### src/rtl/rv_pkg.sv
// Shared RV32I decode definitions: opcode constants, the immediate-type enum
// and the operand bypass helper used by the decode/operand-fetch stage.
package rv_pkg;

  localparam logic [6:0] OPC_LUI    = 7'b0110111;
  localparam logic [6:0] OPC_AUIPC  = 7'b0010111;
  localparam logic [6:0] OPC_JAL    = 7'b1101111;
  localparam logic [6:0] OPC_JALR   = 7'b1100111;
  localparam logic [6:0] OPC_BRANCH = 7'b1100011;
  localparam logic [6:0] OPC_LOAD   = 7'b0000011;
  localparam logic [6:0] OPC_STORE  = 7'b0100011;
  localparam logic [6:0] OPC_OPIMM  = 7'b0010011;
  localparam logic [6:0] OPC_OP     = 7'b0110011;

  typedef enum logic [2:0] {
    IMM_I,
    IMM_S,
    IMM_B,
    IMM_U,
    IMM_J,
    IMM_NONE
  } imm_type_e;

  // x0 reads as zero. EX beats WB because it is the younger producer.
  // A load in EX has no data yet, so it is never a bypass source; the
  // hazard logic stalls instead. WB is bypassed because reg_file only
  // commits the write at the coming edge.
  function automatic logic [31:0] resolve_operand(
    input logic [4:0]  rs,
    input logic [31:0] rf_data,
    input logic        ex_en,
    input logic        ex_load,
    input logic [4:0]  ex_addr,
    input logic [31:0] ex_data,
    input logic        wb_en,
    input logic [4:0]  wb_addr,
    input logic [31:0] wb_data
  );
    if (rs == 5'd0)                             return 32'd0;
    else if (ex_en && !ex_load && ex_addr == rs) return ex_data;
    else if (wb_en && wb_addr == rs)             return wb_data;
    else                                         return rf_data;
  endfunction

endpackage

### src/rtl/imm_gen.sv
// Immediate generator: classifies an RV32I instruction by immediate format
// and produces the sign-extended 32-bit immediate (0 for formats without one).
// Ports:
//   i_instr    - instruction word
//   o_imm_type - immediate format (IMM_NONE for R-type and unknown opcodes)
//   o_imm      - sign-extended immediate
module imm_gen
  import rv_pkg::*;
(
  input  logic [31:0] i_instr,
  output imm_type_e   o_imm_type,
  output logic [31:0] o_imm
);

  logic [6:0] w_opcode;
  assign w_opcode = i_instr[6:0];

  always_comb begin
    o_imm_type = IMM_NONE;
    unique case (w_opcode)
      OPC_JALR, OPC_LOAD, OPC_OPIMM: o_imm_type = IMM_I;
      OPC_STORE:                     o_imm_type = IMM_S;
      OPC_BRANCH:                    o_imm_type = IMM_B;
      OPC_LUI, OPC_AUIPC:            o_imm_type = IMM_U;
      OPC_JAL:                       o_imm_type = IMM_J;
      default:                       o_imm_type = IMM_NONE;
    endcase
  end

  always_comb begin
    o_imm = 32'd0;
    unique case (o_imm_type)
      IMM_I: o_imm = {{20{i_instr[31]}}, i_instr[31:20]};
      IMM_S: o_imm = {{20{i_instr[31]}}, i_instr[31:25], i_instr[11:7]};
      IMM_B: o_imm = {{19{i_instr[31]}}, i_instr[31], i_instr[7],
                      i_instr[30:25], i_instr[11:8], 1'b0};
      IMM_U: o_imm = {i_instr[31:12], 12'd0};
      IMM_J: o_imm = {{11{i_instr[31]}}, i_instr[31], i_instr[19:12],
                      i_instr[20], i_instr[30:21], 1'b0};
      default: o_imm = 32'd0;
    endcase
  end

endmodule

### src/rtl/id_operand_stage.sv
// Decode / operand-fetch stage. Splits the fetched instruction, drives the
// reg_file read addresses, resolves operands with EX/WB bypass, stalls on
// load-use hazards and registers an ID/EX payload behind valid/ready.
// Ports:
//   clk, rst                 - clock, async active-high reset
//   if_valid/if_ready        - fetch-side handshake; if_instr, if_pc payload
//   rf_rd_addr1/2, rf_rd_data1/2 - reg_file read ports
//   wb_en/wb_addr/wb_data    - writeback bypass source
//   ex_fwd_en/addr/data, ex_is_load - EX bypass source / load-use detection
//   flush                    - kill held and incoming instruction
//   id_valid/id_ready        - execute-side handshake; id_* payload
//   stall_cycles             - saturating count of load-use stall cycles
//
// state    | meaning
// ---------+---------------------------------------------
// ST_EMPTY | no payload held, id_valid=0
// ST_FULL  | payload held for execute, id_valid=1
module id_operand_stage
  import rv_pkg::*;
#(
  parameter int CNT_W = 16
) (
  input  logic             clk,
  input  logic             rst,
  input  logic             if_valid,
  output logic             if_ready,
  input  logic [31:0]      if_instr,
  input  logic [31:0]      if_pc,
  output logic [4:0]       rf_rd_addr1,
  output logic [4:0]       rf_rd_addr2,
  input  logic [31:0]      rf_rd_data1,
  input  logic [31:0]      rf_rd_data2,
  input  logic             wb_en,
  input  logic [4:0]       wb_addr,
  input  logic [31:0]      wb_data,
  input  logic             ex_fwd_en,
  input  logic [4:0]       ex_fwd_addr,
  input  logic [31:0]      ex_fwd_data,
  input  logic             ex_is_load,
  input  logic             flush,
  output logic             id_valid,
  input  logic             id_ready,
  output logic [31:0]      id_pc,
  output logic [31:0]      id_rs1_val,
  output logic [31:0]      id_rs2_val,
  output logic [31:0]      id_imm,
  output logic [4:0]       id_rd,
  output logic [6:0]       id_opcode,
  output logic [2:0]       id_funct3,
  output logic             id_funct7b5,
  output logic             id_rd_we,
  output logic [CNT_W-1:0] stall_cycles
);

  typedef enum logic {ST_EMPTY, ST_FULL} state_e;

  state_e r_state, w_state_nxt;

  logic [6:0]  w_opcode;
  logic [4:0]  w_rd, w_rs1, w_rs2;
  imm_type_e   w_imm_type;
  logic [31:0] w_imm;
  logic        w_use_rs1, w_use_rs2, w_rd_we;
  logic [31:0] w_rs1_val, w_rs2_val;
  logic        w_hazard, w_transfer, w_load;

  assign w_opcode    = if_instr[6:0];
  assign w_rd        = if_instr[11:7];
  assign w_rs1       = if_instr[19:15];
  assign w_rs2       = if_instr[24:20];
  assign rf_rd_addr1 = w_rs1;
  assign rf_rd_addr2 = w_rs2;

  imm_gen u_imm_gen (
    .i_instr    (if_instr),
    .o_imm_type (w_imm_type),
    .o_imm      (w_imm)
  );

  // Register usage follows the immediate format; OP is the one R-type
  // opcode and carries no immediate, so it is named explicitly.
  always_comb begin
    w_use_rs1 = 1'b0;
    w_use_rs2 = 1'b0;
    w_rd_we   = 1'b0;
    unique case (w_imm_type)
      IMM_I: begin w_use_rs1 = 1'b1; w_rd_we = 1'b1; end
      IMM_S, IMM_B: begin w_use_rs1 = 1'b1; w_use_rs2 = 1'b1; end
      IMM_U, IMM_J: w_rd_we = 1'b1;
      default: begin
        if (w_opcode == OPC_OP) begin
          w_use_rs1 = 1'b1;
          w_use_rs2 = 1'b1;
          w_rd_we   = 1'b1;
        end
      end
    endcase
    if (w_rd == 5'd0) w_rd_we = 1'b0;
  end

  assign w_rs1_val = resolve_operand(w_rs1, rf_rd_data1, ex_fwd_en, ex_is_load,
                                     ex_fwd_addr, ex_fwd_data, wb_en, wb_addr, wb_data);
  assign w_rs2_val = resolve_operand(w_rs2, rf_rd_data2, ex_fwd_en, ex_is_load,
                                     ex_fwd_addr, ex_fwd_data, wb_en, wb_addr, wb_data);

  assign w_hazard = ex_fwd_en && ex_is_load && (ex_fwd_addr != 5'd0) &&
                    ((w_use_rs1 && ex_fwd_addr == w_rs1) ||
                     (w_use_rs2 && ex_fwd_addr == w_rs2));

  // During flush the offered instruction is swallowed regardless of hazard.
  assign if_ready   = flush || ((!id_valid || id_ready) && !w_hazard);
  assign w_transfer = if_valid && if_ready;
  assign w_load     = w_transfer && !flush;
  assign id_valid   = (r_state == ST_FULL);

  always_ff @(posedge clk or posedge rst) begin
    if (rst) r_state <= ST_EMPTY;
    else     r_state <= w_state_nxt;
  end

  always_comb begin
    w_state_nxt = r_state;
    if (flush)                      w_state_nxt = ST_EMPTY;
    else if (w_transfer)            w_state_nxt = ST_FULL;
    else if (id_ready && id_valid)  w_state_nxt = ST_EMPTY;
  end

  always_ff @(posedge clk or posedge rst) begin
    if (rst) begin
      id_pc       <= '0;
      id_rs1_val  <= '0;
      id_rs2_val  <= '0;
      id_imm      <= '0;
      id_rd       <= '0;
      id_opcode   <= '0;
      id_funct3   <= '0;
      id_funct7b5 <= 1'b0;
      id_rd_we    <= 1'b0;
    end else if (w_load) begin
      id_pc       <= if_pc;
      id_rs1_val  <= w_rs1_val;
      id_rs2_val  <= w_rs2_val;
      id_imm      <= w_imm;
      id_rd       <= w_rd;
      id_opcode   <= w_opcode;
      id_funct3   <= if_instr[14:12];
      id_funct7b5 <= if_instr[30];
      id_rd_we    <= w_rd_we;
    end
  end

  always_ff @(posedge clk or posedge rst) begin
    if (rst) begin
      stall_cycles <= '0;
    end else if (if_valid && w_hazard && !flush && (stall_cycles != '1)) begin
      stall_cycles <= stall_cycles + 1'b1;
    end
  end

endmodule

### config.mk
export PLATFORM = sky130hd
export DESIGN_NAME = id_operand_stage
export DESIGN_NICKNAME = d
export VERILOG_FILES = /design/src/rtl/rv_pkg.sv /design/src/rtl/imm_gen.sv /design/src/rtl/id_operand_stage.sv
export SDC_FILE = /design/constraint.sdc
export NUM_CORES = 1
export LEC_CHECK = 0
export ABC_AREA = 0
export BUFFER_PORTS_ARGS = -buffer_cell sky130_fd_sc_hd__buf_2
export CELL_PAD_IN_SITES_DETAIL_PLACEMENT = 1
export CELL_PAD_IN_SITES_GLOBAL_PLACEMENT = 2
export CORE_AREA = 4 4 202 145
export DETAILED_ROUTE_END_ITERATION = 12
export DIE_AREA = 0 0 206 149
export GPL_ROUTABILITY_DRIVEN = 0
export HOLD_SLACK_MARGIN = 0.08
export PLACE_DENSITY = 0.87
export SLEW_MARGIN = 20
export SYNTH_ARGS = -nofsm -noshare
export SYNTH_HDL_FRONTEND = slang
export SYNTH_SLANG_ARGS = --single-unit
### constraint.sdc
create_clock -name clk -period 11.7 [get_ports clk]
set_input_delay 2.34 -clock clk [delete_from_list [all_inputs] [get_ports clk]]
set_output_delay 2.34 -clock clk [all_outputs]
set_load 0.02 [all_outputs]
# Word level (Yosys, flattened, before mapping)
# Index checks and enable logic that the tools add are counted.
dict set report totals {
  regBits 162
  out_inout_bits 173
  word_cells 82
}
dict set report op_classes {
  n_eq_ne 18
  n_reduce_logical 36
  n_addsub 1
  n_mux 16
}
# cell count
set ops {}
lappend ops {{32-bit two-way mux} 6}
lappend ops {{32-bit one-hot mux with 5 select lines} 1}
lappend ops {{7-bit by 6-bit equality test with 1-bit output (second input constant)} 3}
lappend ops {{7-bit equality test (second input constant)} 3}
lappend ops {{5-bit equality test} 4}
lappend ops {{1-bit logical AND} 17}
lappend ops {{16-bit by 1-bit adder with 16-bit output (second input constant)} 1}
lappend ops {{16-bit inequality test (second input constant)} 1}
lappend ops {{5-bit logical NOT} 3}
lappend ops {{3-bit one-hot mux with 5 select lines} 1}
lappend ops {{7-bit by 5-bit equality test with 1-bit output (second input constant)} 2}
lappend ops {{3-bit OR reduction} 3}
lappend ops {{7-bit by 2-bit equality test with 1-bit output (second input constant)} 1}
lappend ops {{3-bit by 2-bit equality test with 1-bit output (second input constant)} 2}
lappend ops {{1-bit one-hot mux with 2 select lines} 3}
lappend ops {{2-bit OR reduction} 3}
lappend ops {{1-bit two-way mux} 5}
lappend ops {{5-bit nonzero test} 1}
lappend ops {{1-bit logical NOT} 4}
lappend ops {{3-bit by 1-bit equality test with 1-bit output (second input constant)} 1}
lappend ops {{3-bit equality test (second input constant)} 1}
lappend ops {{3-bit logical NOT} 1}
lappend ops {{1-bit logical OR} 3}
lappend ops {{3-bit nonzero test} 1}

# Logic depth before layout (Yosys ltp)
# Gate-level depths: netlist of run 1.
dict set report logic_depth {
  depth_word 15
  ltp_mapped 10
  ltp_nobuf 6
}

# Cells and area by module
# From an unflattened synthesis of run 1, not the netlist that was laid out.
dict set report unflattened {
  cells_unflattened 838
  area_unflattened_um2 8695.8
}
# module n_inst cells_per_inst seq_area_each_um2 area_each_um2
set modules_own_cells {}
lappend modules_own_cells {id_operand_stage 1 750 4053.9 8111.5}
lappend modules_own_cells {imm_gen 1 88 0.0 584.3}

# Worst setup path after synthesis of run 1
# OpenSTA, ideal clock, no wires.
dict set report synth_path {
  kind {in2out}
  startpoint {input port if_instr[6]}
  endpoint {output port if_ready}
  stages 8
  n_path_buf 2
  arrival_ns 3.696
  slack_ns 5.664
  cell_sequence {buf_4 and3b_1 o21ai_1 nor4_4 o21ai_4 clkbuf_1 nand2_1 nand2_1}
}
dict set report synth_between {
  elab_chain_cells 12
  elab_cells_between_ends 31
  cone_classes {eq/ne (13); mux (4); reduce/logical (14)}
}
# element line
set synth_rtl {}
lappend synth_rtl {{start, declared} id_operand_stage.sv:27} ;# input logic [31:0] if_instr,
lappend synth_rtl {{7-bit equality test, or another cell as far along} imm_gen.sv:20} ;# unique case (w_opcode)
lappend synth_rtl {{3-bit OR reduction or 2-bit OR reduction (tied branches)} imm_gen.sv:20}
lappend synth_rtl {{3-bit one-hot mux with 5 select lines} imm_gen.sv:20}
lappend synth_rtl {{3-bit by 1-bit equality test with 1-bit output, or another cell as far along} id_operand_stage.sv:86} ;# unique case (w_imm_type)
lappend synth_rtl {{3-bit OR reduction (no line) or 2-bit OR reduction (tied branches)} --}
lappend synth_rtl {{1-bit one-hot mux with 2 select lines} id_operand_stage.sv:86}
lappend synth_rtl {{1-bit logical AND, on equally long branches} {id_operand_stage.sv:107, id_operand_stage.sv:108}}
lappend synth_rtl {{1-bit logical OR *} id_operand_stage.sv:107} ;# ((w_use_rs1 && ex_fwd_addr == w_rs1) ||
lappend synth_rtl {{1-bit logical AND *} id_operand_stage.sv:106} ;# assign w_hazard = ex_fwd_en && ex_is_load && (ex_fwd_addr != 5'd0) &&
lappend synth_rtl {{1-bit logical NOT *} id_operand_stage.sv:111} ;# assign if_ready = flush || ((!id_valid || id_ready) && !w_hazard);
lappend synth_rtl {{1-bit logical AND *} id_operand_stage.sv:111}
lappend synth_rtl {{1-bit logical OR *} id_operand_stage.sv:111}
lappend synth_rtl {{end, declared} id_operand_stage.sv:26} ;# output logic if_ready,
# Every way passes the cells marked *; elsewhere a longest branch is shown, timed or not.

# Worst setup path after layout of run 1
dict set report layout_path {
  startpoint {input port ex_fwd_addr[0]}
  endpoint {output port if_ready}
}
dict set report layout_between {
  elab_chain_cells 7
  elab_cells_between_ends 11
  cone_classes {eq/ne (2); reduce/logical (9)}
}
# element line
set layout_rtl {}
lappend layout_rtl {{start, declared} id_operand_stage.sv:37} ;# input logic [4:0] ex_fwd_addr,
lappend layout_rtl {{5-bit equality test, on equally long branches} {id_operand_stage.sv:107, id_operand_stage.sv:108}}
lappend layout_rtl {{1-bit logical AND, on equally long branches} {id_operand_stage.sv:107, id_operand_stage.sv:108}}
lappend layout_rtl {{1-bit logical OR} id_operand_stage.sv:107}
lappend layout_rtl {{1-bit logical AND *} id_operand_stage.sv:106}
lappend layout_rtl {{1-bit logical NOT *} id_operand_stage.sv:111}
lappend layout_rtl {{1-bit logical AND *} id_operand_stage.sv:111}
lappend layout_rtl {{1-bit logical OR *} id_operand_stage.sv:111}
# Marks and branches as above.

==> results.yml, run 1 <==
floorplan:
  die_area_um2: 30700
  die_y_um: 149
  design.core.area_um2: 27400
  die-width_um: 206
  rows: 51
  start_util: 0.306
  io_pins: 383
timing:
  rsz0062_at_grt: "no"
  tightestPinTransition_ns: 1.12
  final-setup-viol-count: 0
  finalCriticalPeriod_ns: 6.35
  hold_violations: 0
  final.setup.tns_ns: 0
  finClkSkew_ns: 0.00832
  slew_violations: 0
  whs_ns: 0.486
  slew_headroom: 0.255
  fmax_mhz: 158
  fin_crit_sh: 0.543
  worst_slack_ns: 5.35
pwr:
  p_per_area_nw_per_um2: 145
  irDropWorstVdd_v: 0.0000928
  p_leak_nw: 5.51
placement:
  io_buffers: 382
  dp_slack_ns: 5.34
  dp_hpwl_mm: 23.8
grt:
  grt_pass1_wl_mm: 47.1
  overflow: 0
  busiest_layer: "met2"
  grt_max_degree: 96
  grt_pass1_vias: 7780
  grt_antenna_before_repair: 3
  grtUsageMet2: 0.320
  grtUsageTotal: 0.199
  met3_usage: 0.0646
  met1_usage: 0.263
clock_tree:
  clock_sinks: 162
  clk_pin_slew_ns: 0.06
  ctsHtreeMaxLevel: 4
  cts-resized-gates: 0
  clkLatencyLatePin_ns: 0.42
  clockRootBuffer: "clkbuf_16"
  cts_buffers: 17
  clk_path_buf_depth: 2
  post_cts_buffers: 0
  holdBufCountCts: 0
  cts_tree: "yes"
synthesis:
  synth-compound-area-share: 0.122
  avgSynthCellArea_um2: 11.5
  yosys.area.top_type: "dfrtp_1"
  synth.top_cell.area_share: 0.483
  yosys-top-cells-area: "dfrtp_1 (48%), mux2_2 (11%), mux2i_1 (11%)"
  synthArstFlopShare: 1.00
  synth_fa_ha_area_frac: 0.00149
  muxShareOfSynthArea: 0.228
  synth_fp_nets: 941
  mappedNetlistArea_um2: 8400
  synth_top_family_by_area: "multiplexers"
  synth-seq-area-share: 0.483
  ys_ff_latch: 162
  yosysWarningCount: 0
  synth_ff_type: "dfrtp_1"
  synthMostInstantiatedCell: "dfrtp_1"
  synth_cell_types: 47
  synth-xor-area-share: 0.0365
  yosys.area_share.simple: 0.0736
  synthCells: 730
  synth-edff-count: 0
  synth_common_cells: "dfrtp_1 (162), mux2i_1 (89), mux2_2 (84)"
worst_setup_path:
  arrival_ns: 4.01
  crit_type: "input pin to output port"
  cp-end-kind: "output port"
  reg2reg_depth: 6
  cp.required_ns: 9.36
  cp-start-kind: "input pin"
  crit_path_max_fanout: 36
final_layout:
  nets: 1291
  syn2layout_area_growth_pct: 32.3
  drive_gt1_frac: 0.475
  fillers: 3164
  post-route-util: 0.405
worst_hold_path:
  min-delay-path-class: "register to register"
  whs_path_depth: 1
detailed_routing:
  ant_nets: 0
  wl_per_cell_um: 21.2
  viasPerCell: 4.93
  first_pass_iters: 4
  vias: 7234
  drc: 0
  wl_mm: 31.1
  drt_first_iter_violations: 279
flow_run:
  maxCapViolCount: 0
run_status:
  status: "complete, no violations"
## cell type report
cell class              instances  area, um2  share of cell area
flip-flops and latches        162       4050               0.365
multi-input cells             476       3890               0.350
repair buffers                391       1980               0.178
well taps                     371        464              0.0418
clock buffers                  22        454              0.0409
clock inverters                 9        133              0.0119
inverters                      32        125              0.0113
diodes                          3       7.51            0.000676
## final timing paths
check	startpoint	end	slack, ns
max	ex_fwd_addr[0]	if_ready	5.35
min	id_rs1_val[18]	id_rs1_val[18]	0.49
max reg2reg	id_valid	id_funct3[1]	9.03
min reg2reg	id_rs1_val[18]	id_rs1_val[18]	0.49
max in group asynchronous	rst	id_rs2_val[22]	8.14
min in group asynchronous	rst	id_imm[22]	2.08
## state kept, by name (all words and copies together), names as in the netlist, 3 cells and up
| signal | flops |
|---|---|
| stall_cycles | 16 |
| id_pc | 32 |
| id_imm | 32 |
| id_rd | 5 |
| id_rs1_val | 32 |
| id_funct3 | 3 |
| id_opcode | 7 |
| id_rs2_val | 32 |
## routing by layer
layer | vias up | part of all wire
li1 | 3328 | -
met1 | 3621 | 0.44
met2 | 259 | 0.46
met3 | 26 | 0.086
met4 | 0 | 0.016
met5 | - | 0
## per-stage QoR
| stage | instances | cell area (um2) | total power, mW |
|---|---|---|---|
| after floorplan | 730 | 8400 | 0.891 |
| after global placement | 1432 | 10500 | 1.05 |
| after detailed placement | 1432 | 10500 | 1.05 |
| after CTS | 1463 | 11100 | 1.64 |
| after global routing | 1465 | 11100 | 1.70 |
| final | 1466 | 11100 | 1.61 |
## power breakdown
group          switching, mW  internal, mW  leakage, nW
combinational          0.224         0.150         3.19
sequential            0.0367         0.629         2.03
clock                  0.230         0.341        0.280
## critical path: stages
cell and delay (ns):
buf_2 0.13, or3_1 0.37, o311a_1 0.35, o21ai_4 0.07
buf_4 0.40, nand2_1 0.09, nand2_1 0.08, buf_2 0.16
## cell families after synthesis
family | after synthesis
AND/OR/NAND/NOR | 124
XOR/XNOR | 35
adder cells (fa/ha/maj) | 1
flip-flops | 162
multiplexers | 178
AO/OA/AOI/OAI | 138
buffers and inverters | 92
## layout by cell type, fill, tap and decap left out, drive strengths merged, types with 2 or more instances in the layout
cell type / count
nor2b: 3
and3b: 3
clkbuf: 22
nand2b: 2
mux2i: 89
dfrtp: 162
nor2: 44
and3: 4
and4: 2
o2bb2ai: 32
a32o: 32
o311a: 2
clkinvlp: 2
inv: 32
nand3: 11
buf: 391
xor2: 19
o21ai: 5
nand3b: 2
nor3: 12
mux2: 89
a21oi: 58
xnor2: 16
bufinv: 3
nand2: 28
nor4: 8
clkinv: 4
diode: 3
a22o: 4
Note: power is estimated with default switching activity, not from simulation.
==> run 2, diff against run 1 <==
- CORE_AREA: 4 4 202 145 -> 4 4 220 158
- DIE_AREA: 0 0 206 149 -> 0 0 224 162
- PLACE_DENSITY: 0.87 -> 0.78
- clock period: 11.7 -> 5.4 ns (I/O delays scaled with it)
==> run 2 against run 1 <==
Non-clock buffer count is 1 lower. Hold slack got worse by 0.0017 ns. Sequential power grew 120%. Global-route usage decreased by 3.1 points. Clock skew increased by 0.0027 ns. Final cell count rose by 4.2%. Critical path type unchanged.
==> results.yml, run 2 (synthesis gave the netlist of run 1 again) <==
run_status:
  status: "complete, no violations"
clock_tree:
  clk_pin_slew_ns: 0.06
  cts_buffers: 17
  cts-resized-gates: 0
  clkLatencyLatePin_ns: 0.44
  clock_sinks: 162
  cts_tree: "yes"
  ctsHtreeMaxLevel: 4
  holdBufCountCts: 0
  post_cts_buffers: 0
  clockRootBuffer: "clkbuf_16"
  clk_path_buf_depth: 2
placement:
  dp_hpwl_mm: 23.7
  placed_cell_area_um2: 10600
  io_buffers: 382
  dp_slack_ns: 1.28
timing:
  final-setup-viol-count: 0
  hold_violations: 0
  finalCriticalPeriod_ns: 4.14
  rsz0062_at_grt: "no"
  slew_violations: 0
  worst_slack_ns: 1.26
  fmax_mhz: 242
  final.setup.tns_ns: 0
  slew_headroom: 0.240
  finClkSkew_ns: 0.0110
  fin_crit_sh: 0.766
  tightestPinTransition_ns: 1.13
floorplan:
  rows: 56
  die_area_um2: 36300
  design.core.area_um2: 32900
  io_pins: 383
  die_y_um: 162
  die-width_um: 224
  start_util: 0.256
final_layout:
  nets: 1290
  syn2layout_area_growth_pct: 33.2
  layout_commonest_cell: "buf_2"
  drive_gt1_frac: 0.478
  mostFrequentLayoutCells: "buf_2 (382), dfrtp_1 (162), mux2i_1 (89), mux2_2 (84), a21oi_1 (57)"
  design_area_um2: 11200
pwr:
  seqPwrFrac: 0.418
  clkPwrFrac: 0.347
  p_per_area_nw_per_um2: 308
  p_leak_nw: 5.52
  p_sw_frac: 0.320
  irDropWorstVdd_v: 0.000187
  power.share.combinational: 0.235
  switchingPower_mw: 1.10
  internal_power_mw: 2.34
worst_setup_path:
  cp-endpoint: "if_ready"
  startpoint: "if_instr[6]"
  crit_path_max_fanout: 28
  cp-end-kind: "output port"
  r2r_start: "id_valid"
  arrival_ns: 3.06
  rrSetupSlack_ns: 3.11
  crit_type: "input pin to output port"
  cp-start-kind: "input pin"
  reg2reg_depth: 5
  rr_endpoint: "id_pc[3]"
  cp.required_ns: 4.32
detailed_routing:
  viasPerCell: 4.76
  ant_nets: 0
  wl_mm: 31.1
  wl_per_cell_um: 20.4
  first_pass_iters: 4
  drt_first_iter_violations: 293
  drc: 0
  vias: 7273
grt:
  grt_pass1_vias: 7847
  overflow: 0
  grt_antenna_before_repair: 3
  grt_pass1_wl_mm: 47.3
  grtUsageTotal: 0.169
  grt_max_degree: 98
worst_hold_path:
  min-delay-path-class: "register to register"
flow_run:
  maxCapViolCount: 0
## run 2: cell count changes in the layout (fill, tap and decap cells not counted), moves of 2 or more
cell / previous run / this run
clkbuf_1: 4 / 0
buf_4: 9 / 6
inv_6: 1 / 4
buf_12: 0 / 2
bufinv_16: 3 / 1
## run 2: power by group through the flow
stage / Clock [mW] / Sequential [mW] / Combinational, mW
floorplan: 0 / 1.65 / 0.285
global placement: 0 / 1.46 / 0.815
detailed placement: 0 / 1.46 / 0.825
CTS: 1.24 / 1.44 / 0.825
global route: 1.30 / 1.46 / 0.875
finish: 1.20 / 1.44 / 0.810
## run 2: worst min-delay path by stage
stage	startpoint	to	slack, ns	cells after the start
5_1_grt	id_rs2_val[29]	id_rs2_val[29]	0.50	1
3_5_place_dp	id_rs1_val[30]	id_rs1_val[30]	0.47	1
6_report	id_rs1_val[28]	id_rs1_val[28]	0.48	1
2_1_floorplan	stall_cycles[11]	stall_cycles[11]	0.59	1
4_1_cts	id_rs1_val[29]	id_rs1_val[29]	0.49	1
3_3_place_gp	id_rs1_val[29]	id_rs1_val[29]	0.47	1
## run 2: worst max-delay path: stages
cell and delay [ns]:
buf_2 0.16, and3b_1 0.23, o21ai_1 0.44, nor4_4 0.08, o21ai_4 0.31, buf_4 0.40
nand2_1 0.09, nand2_1 0.08, buf_2 0.16
## run 2: metal layers
metal	wire, um	track usage
met1	13800	0.219
met5	0	0
met4	481	0.0451
met3	2450	0.0575
met2	14500	0.270
## run 2: layout make-up
class | count | area [um2]
Antenna cell | 2 | 5.00
Clock buffer | 18 | 439
Clock inverter | 13 | 125
Fill cell | 3804 | 21700
Inverter | 32 | 124
Multi-Input combinational cell | 476 | 3900
Sequential cell | 162 | 4050
Tap cell | 435 | 544
Timing Repair Buffer | 390 | 2000
## run 2: through the flow
| step | hold slack [ns] | instances | utilization | total power [mW] |
|---|---|---|---|---|
| 2_1_floorplan | 0.590 | 730 | - | 1.93 |
| 3_3_place_gp | 0.469 | 1495 | 0.323 | 2.27 |
| 3_5_place_dp | 0.473 | 1495 | 0.323 | 2.29 |
| 4_1_cts | 0.491 | 1526 | 0.340 | 3.51 |
| 5_1_grt | 0.503 | 1528 | 0.340 | 3.63 |
| 6_report | 0.485 | 1528 | 0.340 | 3.45 |
==> run 3, diff against run 2 <==
- clock period: 5.4 -> 3.5 ns (I/O delays scaled with it)
==> run 3 against run 2 <==
Die area did not move. Total power rose by 57%. Core utilization increased by 0.81 points. Clock skew increased by 0.0010 ns. Largest power group unchanged. Flip-flop and latch count is the same.
==> results.yml, run 3 (synthesis gave the netlist of run 1 again) <==
worst_setup_path:
  slowest_delay_ns: 0.33
  rrSetupSlack_ns: 1.36
  crit_type: "input pin to output port"
  arrival_ns: 2.32
  reg2reg_depth: 6
  rr_endpoint: "stall_cycles[1]"
  cp-start-kind: "input pin"
  r2r_start: "stall_cycles[1]"
  crit_path_max_fanout: 11
  crit_chain: "buf_2 > nor2_1 > nand4b_1 > nor3_2 > o21ai_4 > buf_4 > nand2_1 > nand2_1 > buf_2"
  worst_path_max_delay_cell: "nor3_2"
  cp-end-kind: "output port"
  cp.required_ns: 2.80
final_layout:
  layout_commonest_cell: "buf_2"
  post-route-util: 0.349
  fillers: 3801
  nets: 1314
  multi_input_area_um2: 3900
  regArea_um2: 4050
  syn2layout_area_growth_pct: 36.4
  drive_gt1_frac: 0.488
  design_area_um2: 11500
  mostFrequentLayoutCells: "buf_2 (382), dfrtp_1 (162), mux2i_1 (89), mux2_2 (84), a21oi_1 (57)"
  stdcell_count: 1553
floorplan:
  design.core.area_um2: 32900
  die_area_um2: 36300
  start_util: 0.256
  io_pins: 383
  die_y_um: 162
  die-width_um: 224
  rows: 56
timing:
  final.setup.tns_ns: 0
  fin_crit_sh: 0.863
  finClkSkew_ns: 0.0120
  hold_violations: 0
  final-setup-viol-count: 0
  tightestPinTransition_ns: 0.820
  fmax_mhz: 331
  slew_headroom: 0.453
  rsz0062_at_grt: "no"
  slew_violations: 0
  finalCriticalPeriod_ns: 3.02
clock_tree:
  cts_tree: "yes"
  clk_pin_slew_ns: 0.07
  clk_path_buf_depth: 2
  ctsHtreeMaxLevel: 4
  clockRootBuffer: "clkbuf_16"
  clkLatencyLatePin_ns: 0.44
  holdBufCountCts: 0
  post_cts_buffers: 0
  cts-resized-gates: 0
  cts_buffers: 17
  clock_sinks: 162
detailed_routing:
  first_pass_iters: 4
  drt_first_iter_violations: 316
  wl_mm: 32.2
  ant_nets: 0
  viasPerCell: 4.70
  vias: 7295
  wl_per_cell_um: 20.7
  drc: 0
grt:
  grt_pass1_vias: 8084
  overflow: 0
  grt_max_degree: 78
  grt_antenna_before_repair: 4
  grt_pass1_wl_mm: 49.3
  grtUsageTotal: 0.175
pwr:
  irDropWorstVdd_v: 0.000283
  p_per_area_nw_per_um2: 474
  p_leak_nw: 5.66
flow_run:
  maxCapViolCount: 0
placement:
  placed_cell_area_um2: 10800
  io_buffers: 382
  dp_cells: 1518
  dp_hpwl_mm: 25.0
worst_hold_path:
  min-delay-path-class: "input pin to asynchronous set/reset pin"
run_status:
  status: "complete, no violations"
-- run 3: power breakdown --
| group | switching (mW) | leakage [nW] | internal (mW) |
|---|---|---|---|
| clock | 0.831 | 0.286 | 1.09 |
| sequential | 0.127 | 2.03 | 2.10 |
| combinational | 0.755 | 3.34 | 0.522 |
-- run 3: metrics by stage --
step | hold slack [ns] | setup WS (ns) | power, mW
floorplan | 0.590 | 0.743 | 2.98
global route | 0.337 | 0.374 | 5.71
detailed placement | 0.473 | 0.487 | 3.56
global placement | 0.467 | 0.521 | 3.53
finish | 0.318 | 0.481 | 5.43
CTS | 0.454 | 0.487 | 5.51
-- run 3: metal layers --
metal	track usage	wire length, um	vias to the layer above
li1	-	-	3375
met1	0.233	14400	3667
met2	0.281	15200	231
met3	0.0562	2380	20
met4	0.0386	266	2
met5	0	10	-
-- run 3: how the worst max path moves through the flow --
| stage | start | end | slack (ns) | cells past startpoint |
|---|---|---|---|---|
| after floorplan | rst | id_funct3[0] | 0.74 | 1 |
| after global placement | if_instr[22] | id_rs2_val[26] | 0.52 | 8 |
| after detailed placement | if_instr[18] | id_rs1_val[22] | 0.49 | 8 |
| after CTS | if_instr[2] | if_ready | 0.49 | 9 |
| after global routing | if_instr[2] | if_ready | 0.37 | 9 |
| final | if_instr[2] | if_ready | 0.48 | 9 |
-- run 3: worst max-delay path: cells and delay by family --
family | cells | cell delay [ns]
and+or+nand+nor | 5 | 0.97
AOI/OAI and AO/OA | 1 | 0.10
buffers and inverters | 3 | 0.53
-- run 3: final cells by class --
cell class / count / area share
Sequential cell: 162 / 0.354
Multi-Input combinational cell: 476 / 0.340
Timing Repair Buffer: 414 / 0.195
Tap cell: 435 / 0.0475
Clock buffer: 20 / 0.0390
Clock inverter: 12 / 0.0128
Inverter: 32 / 0.0108
Antenna cell: 2 / 0.000437
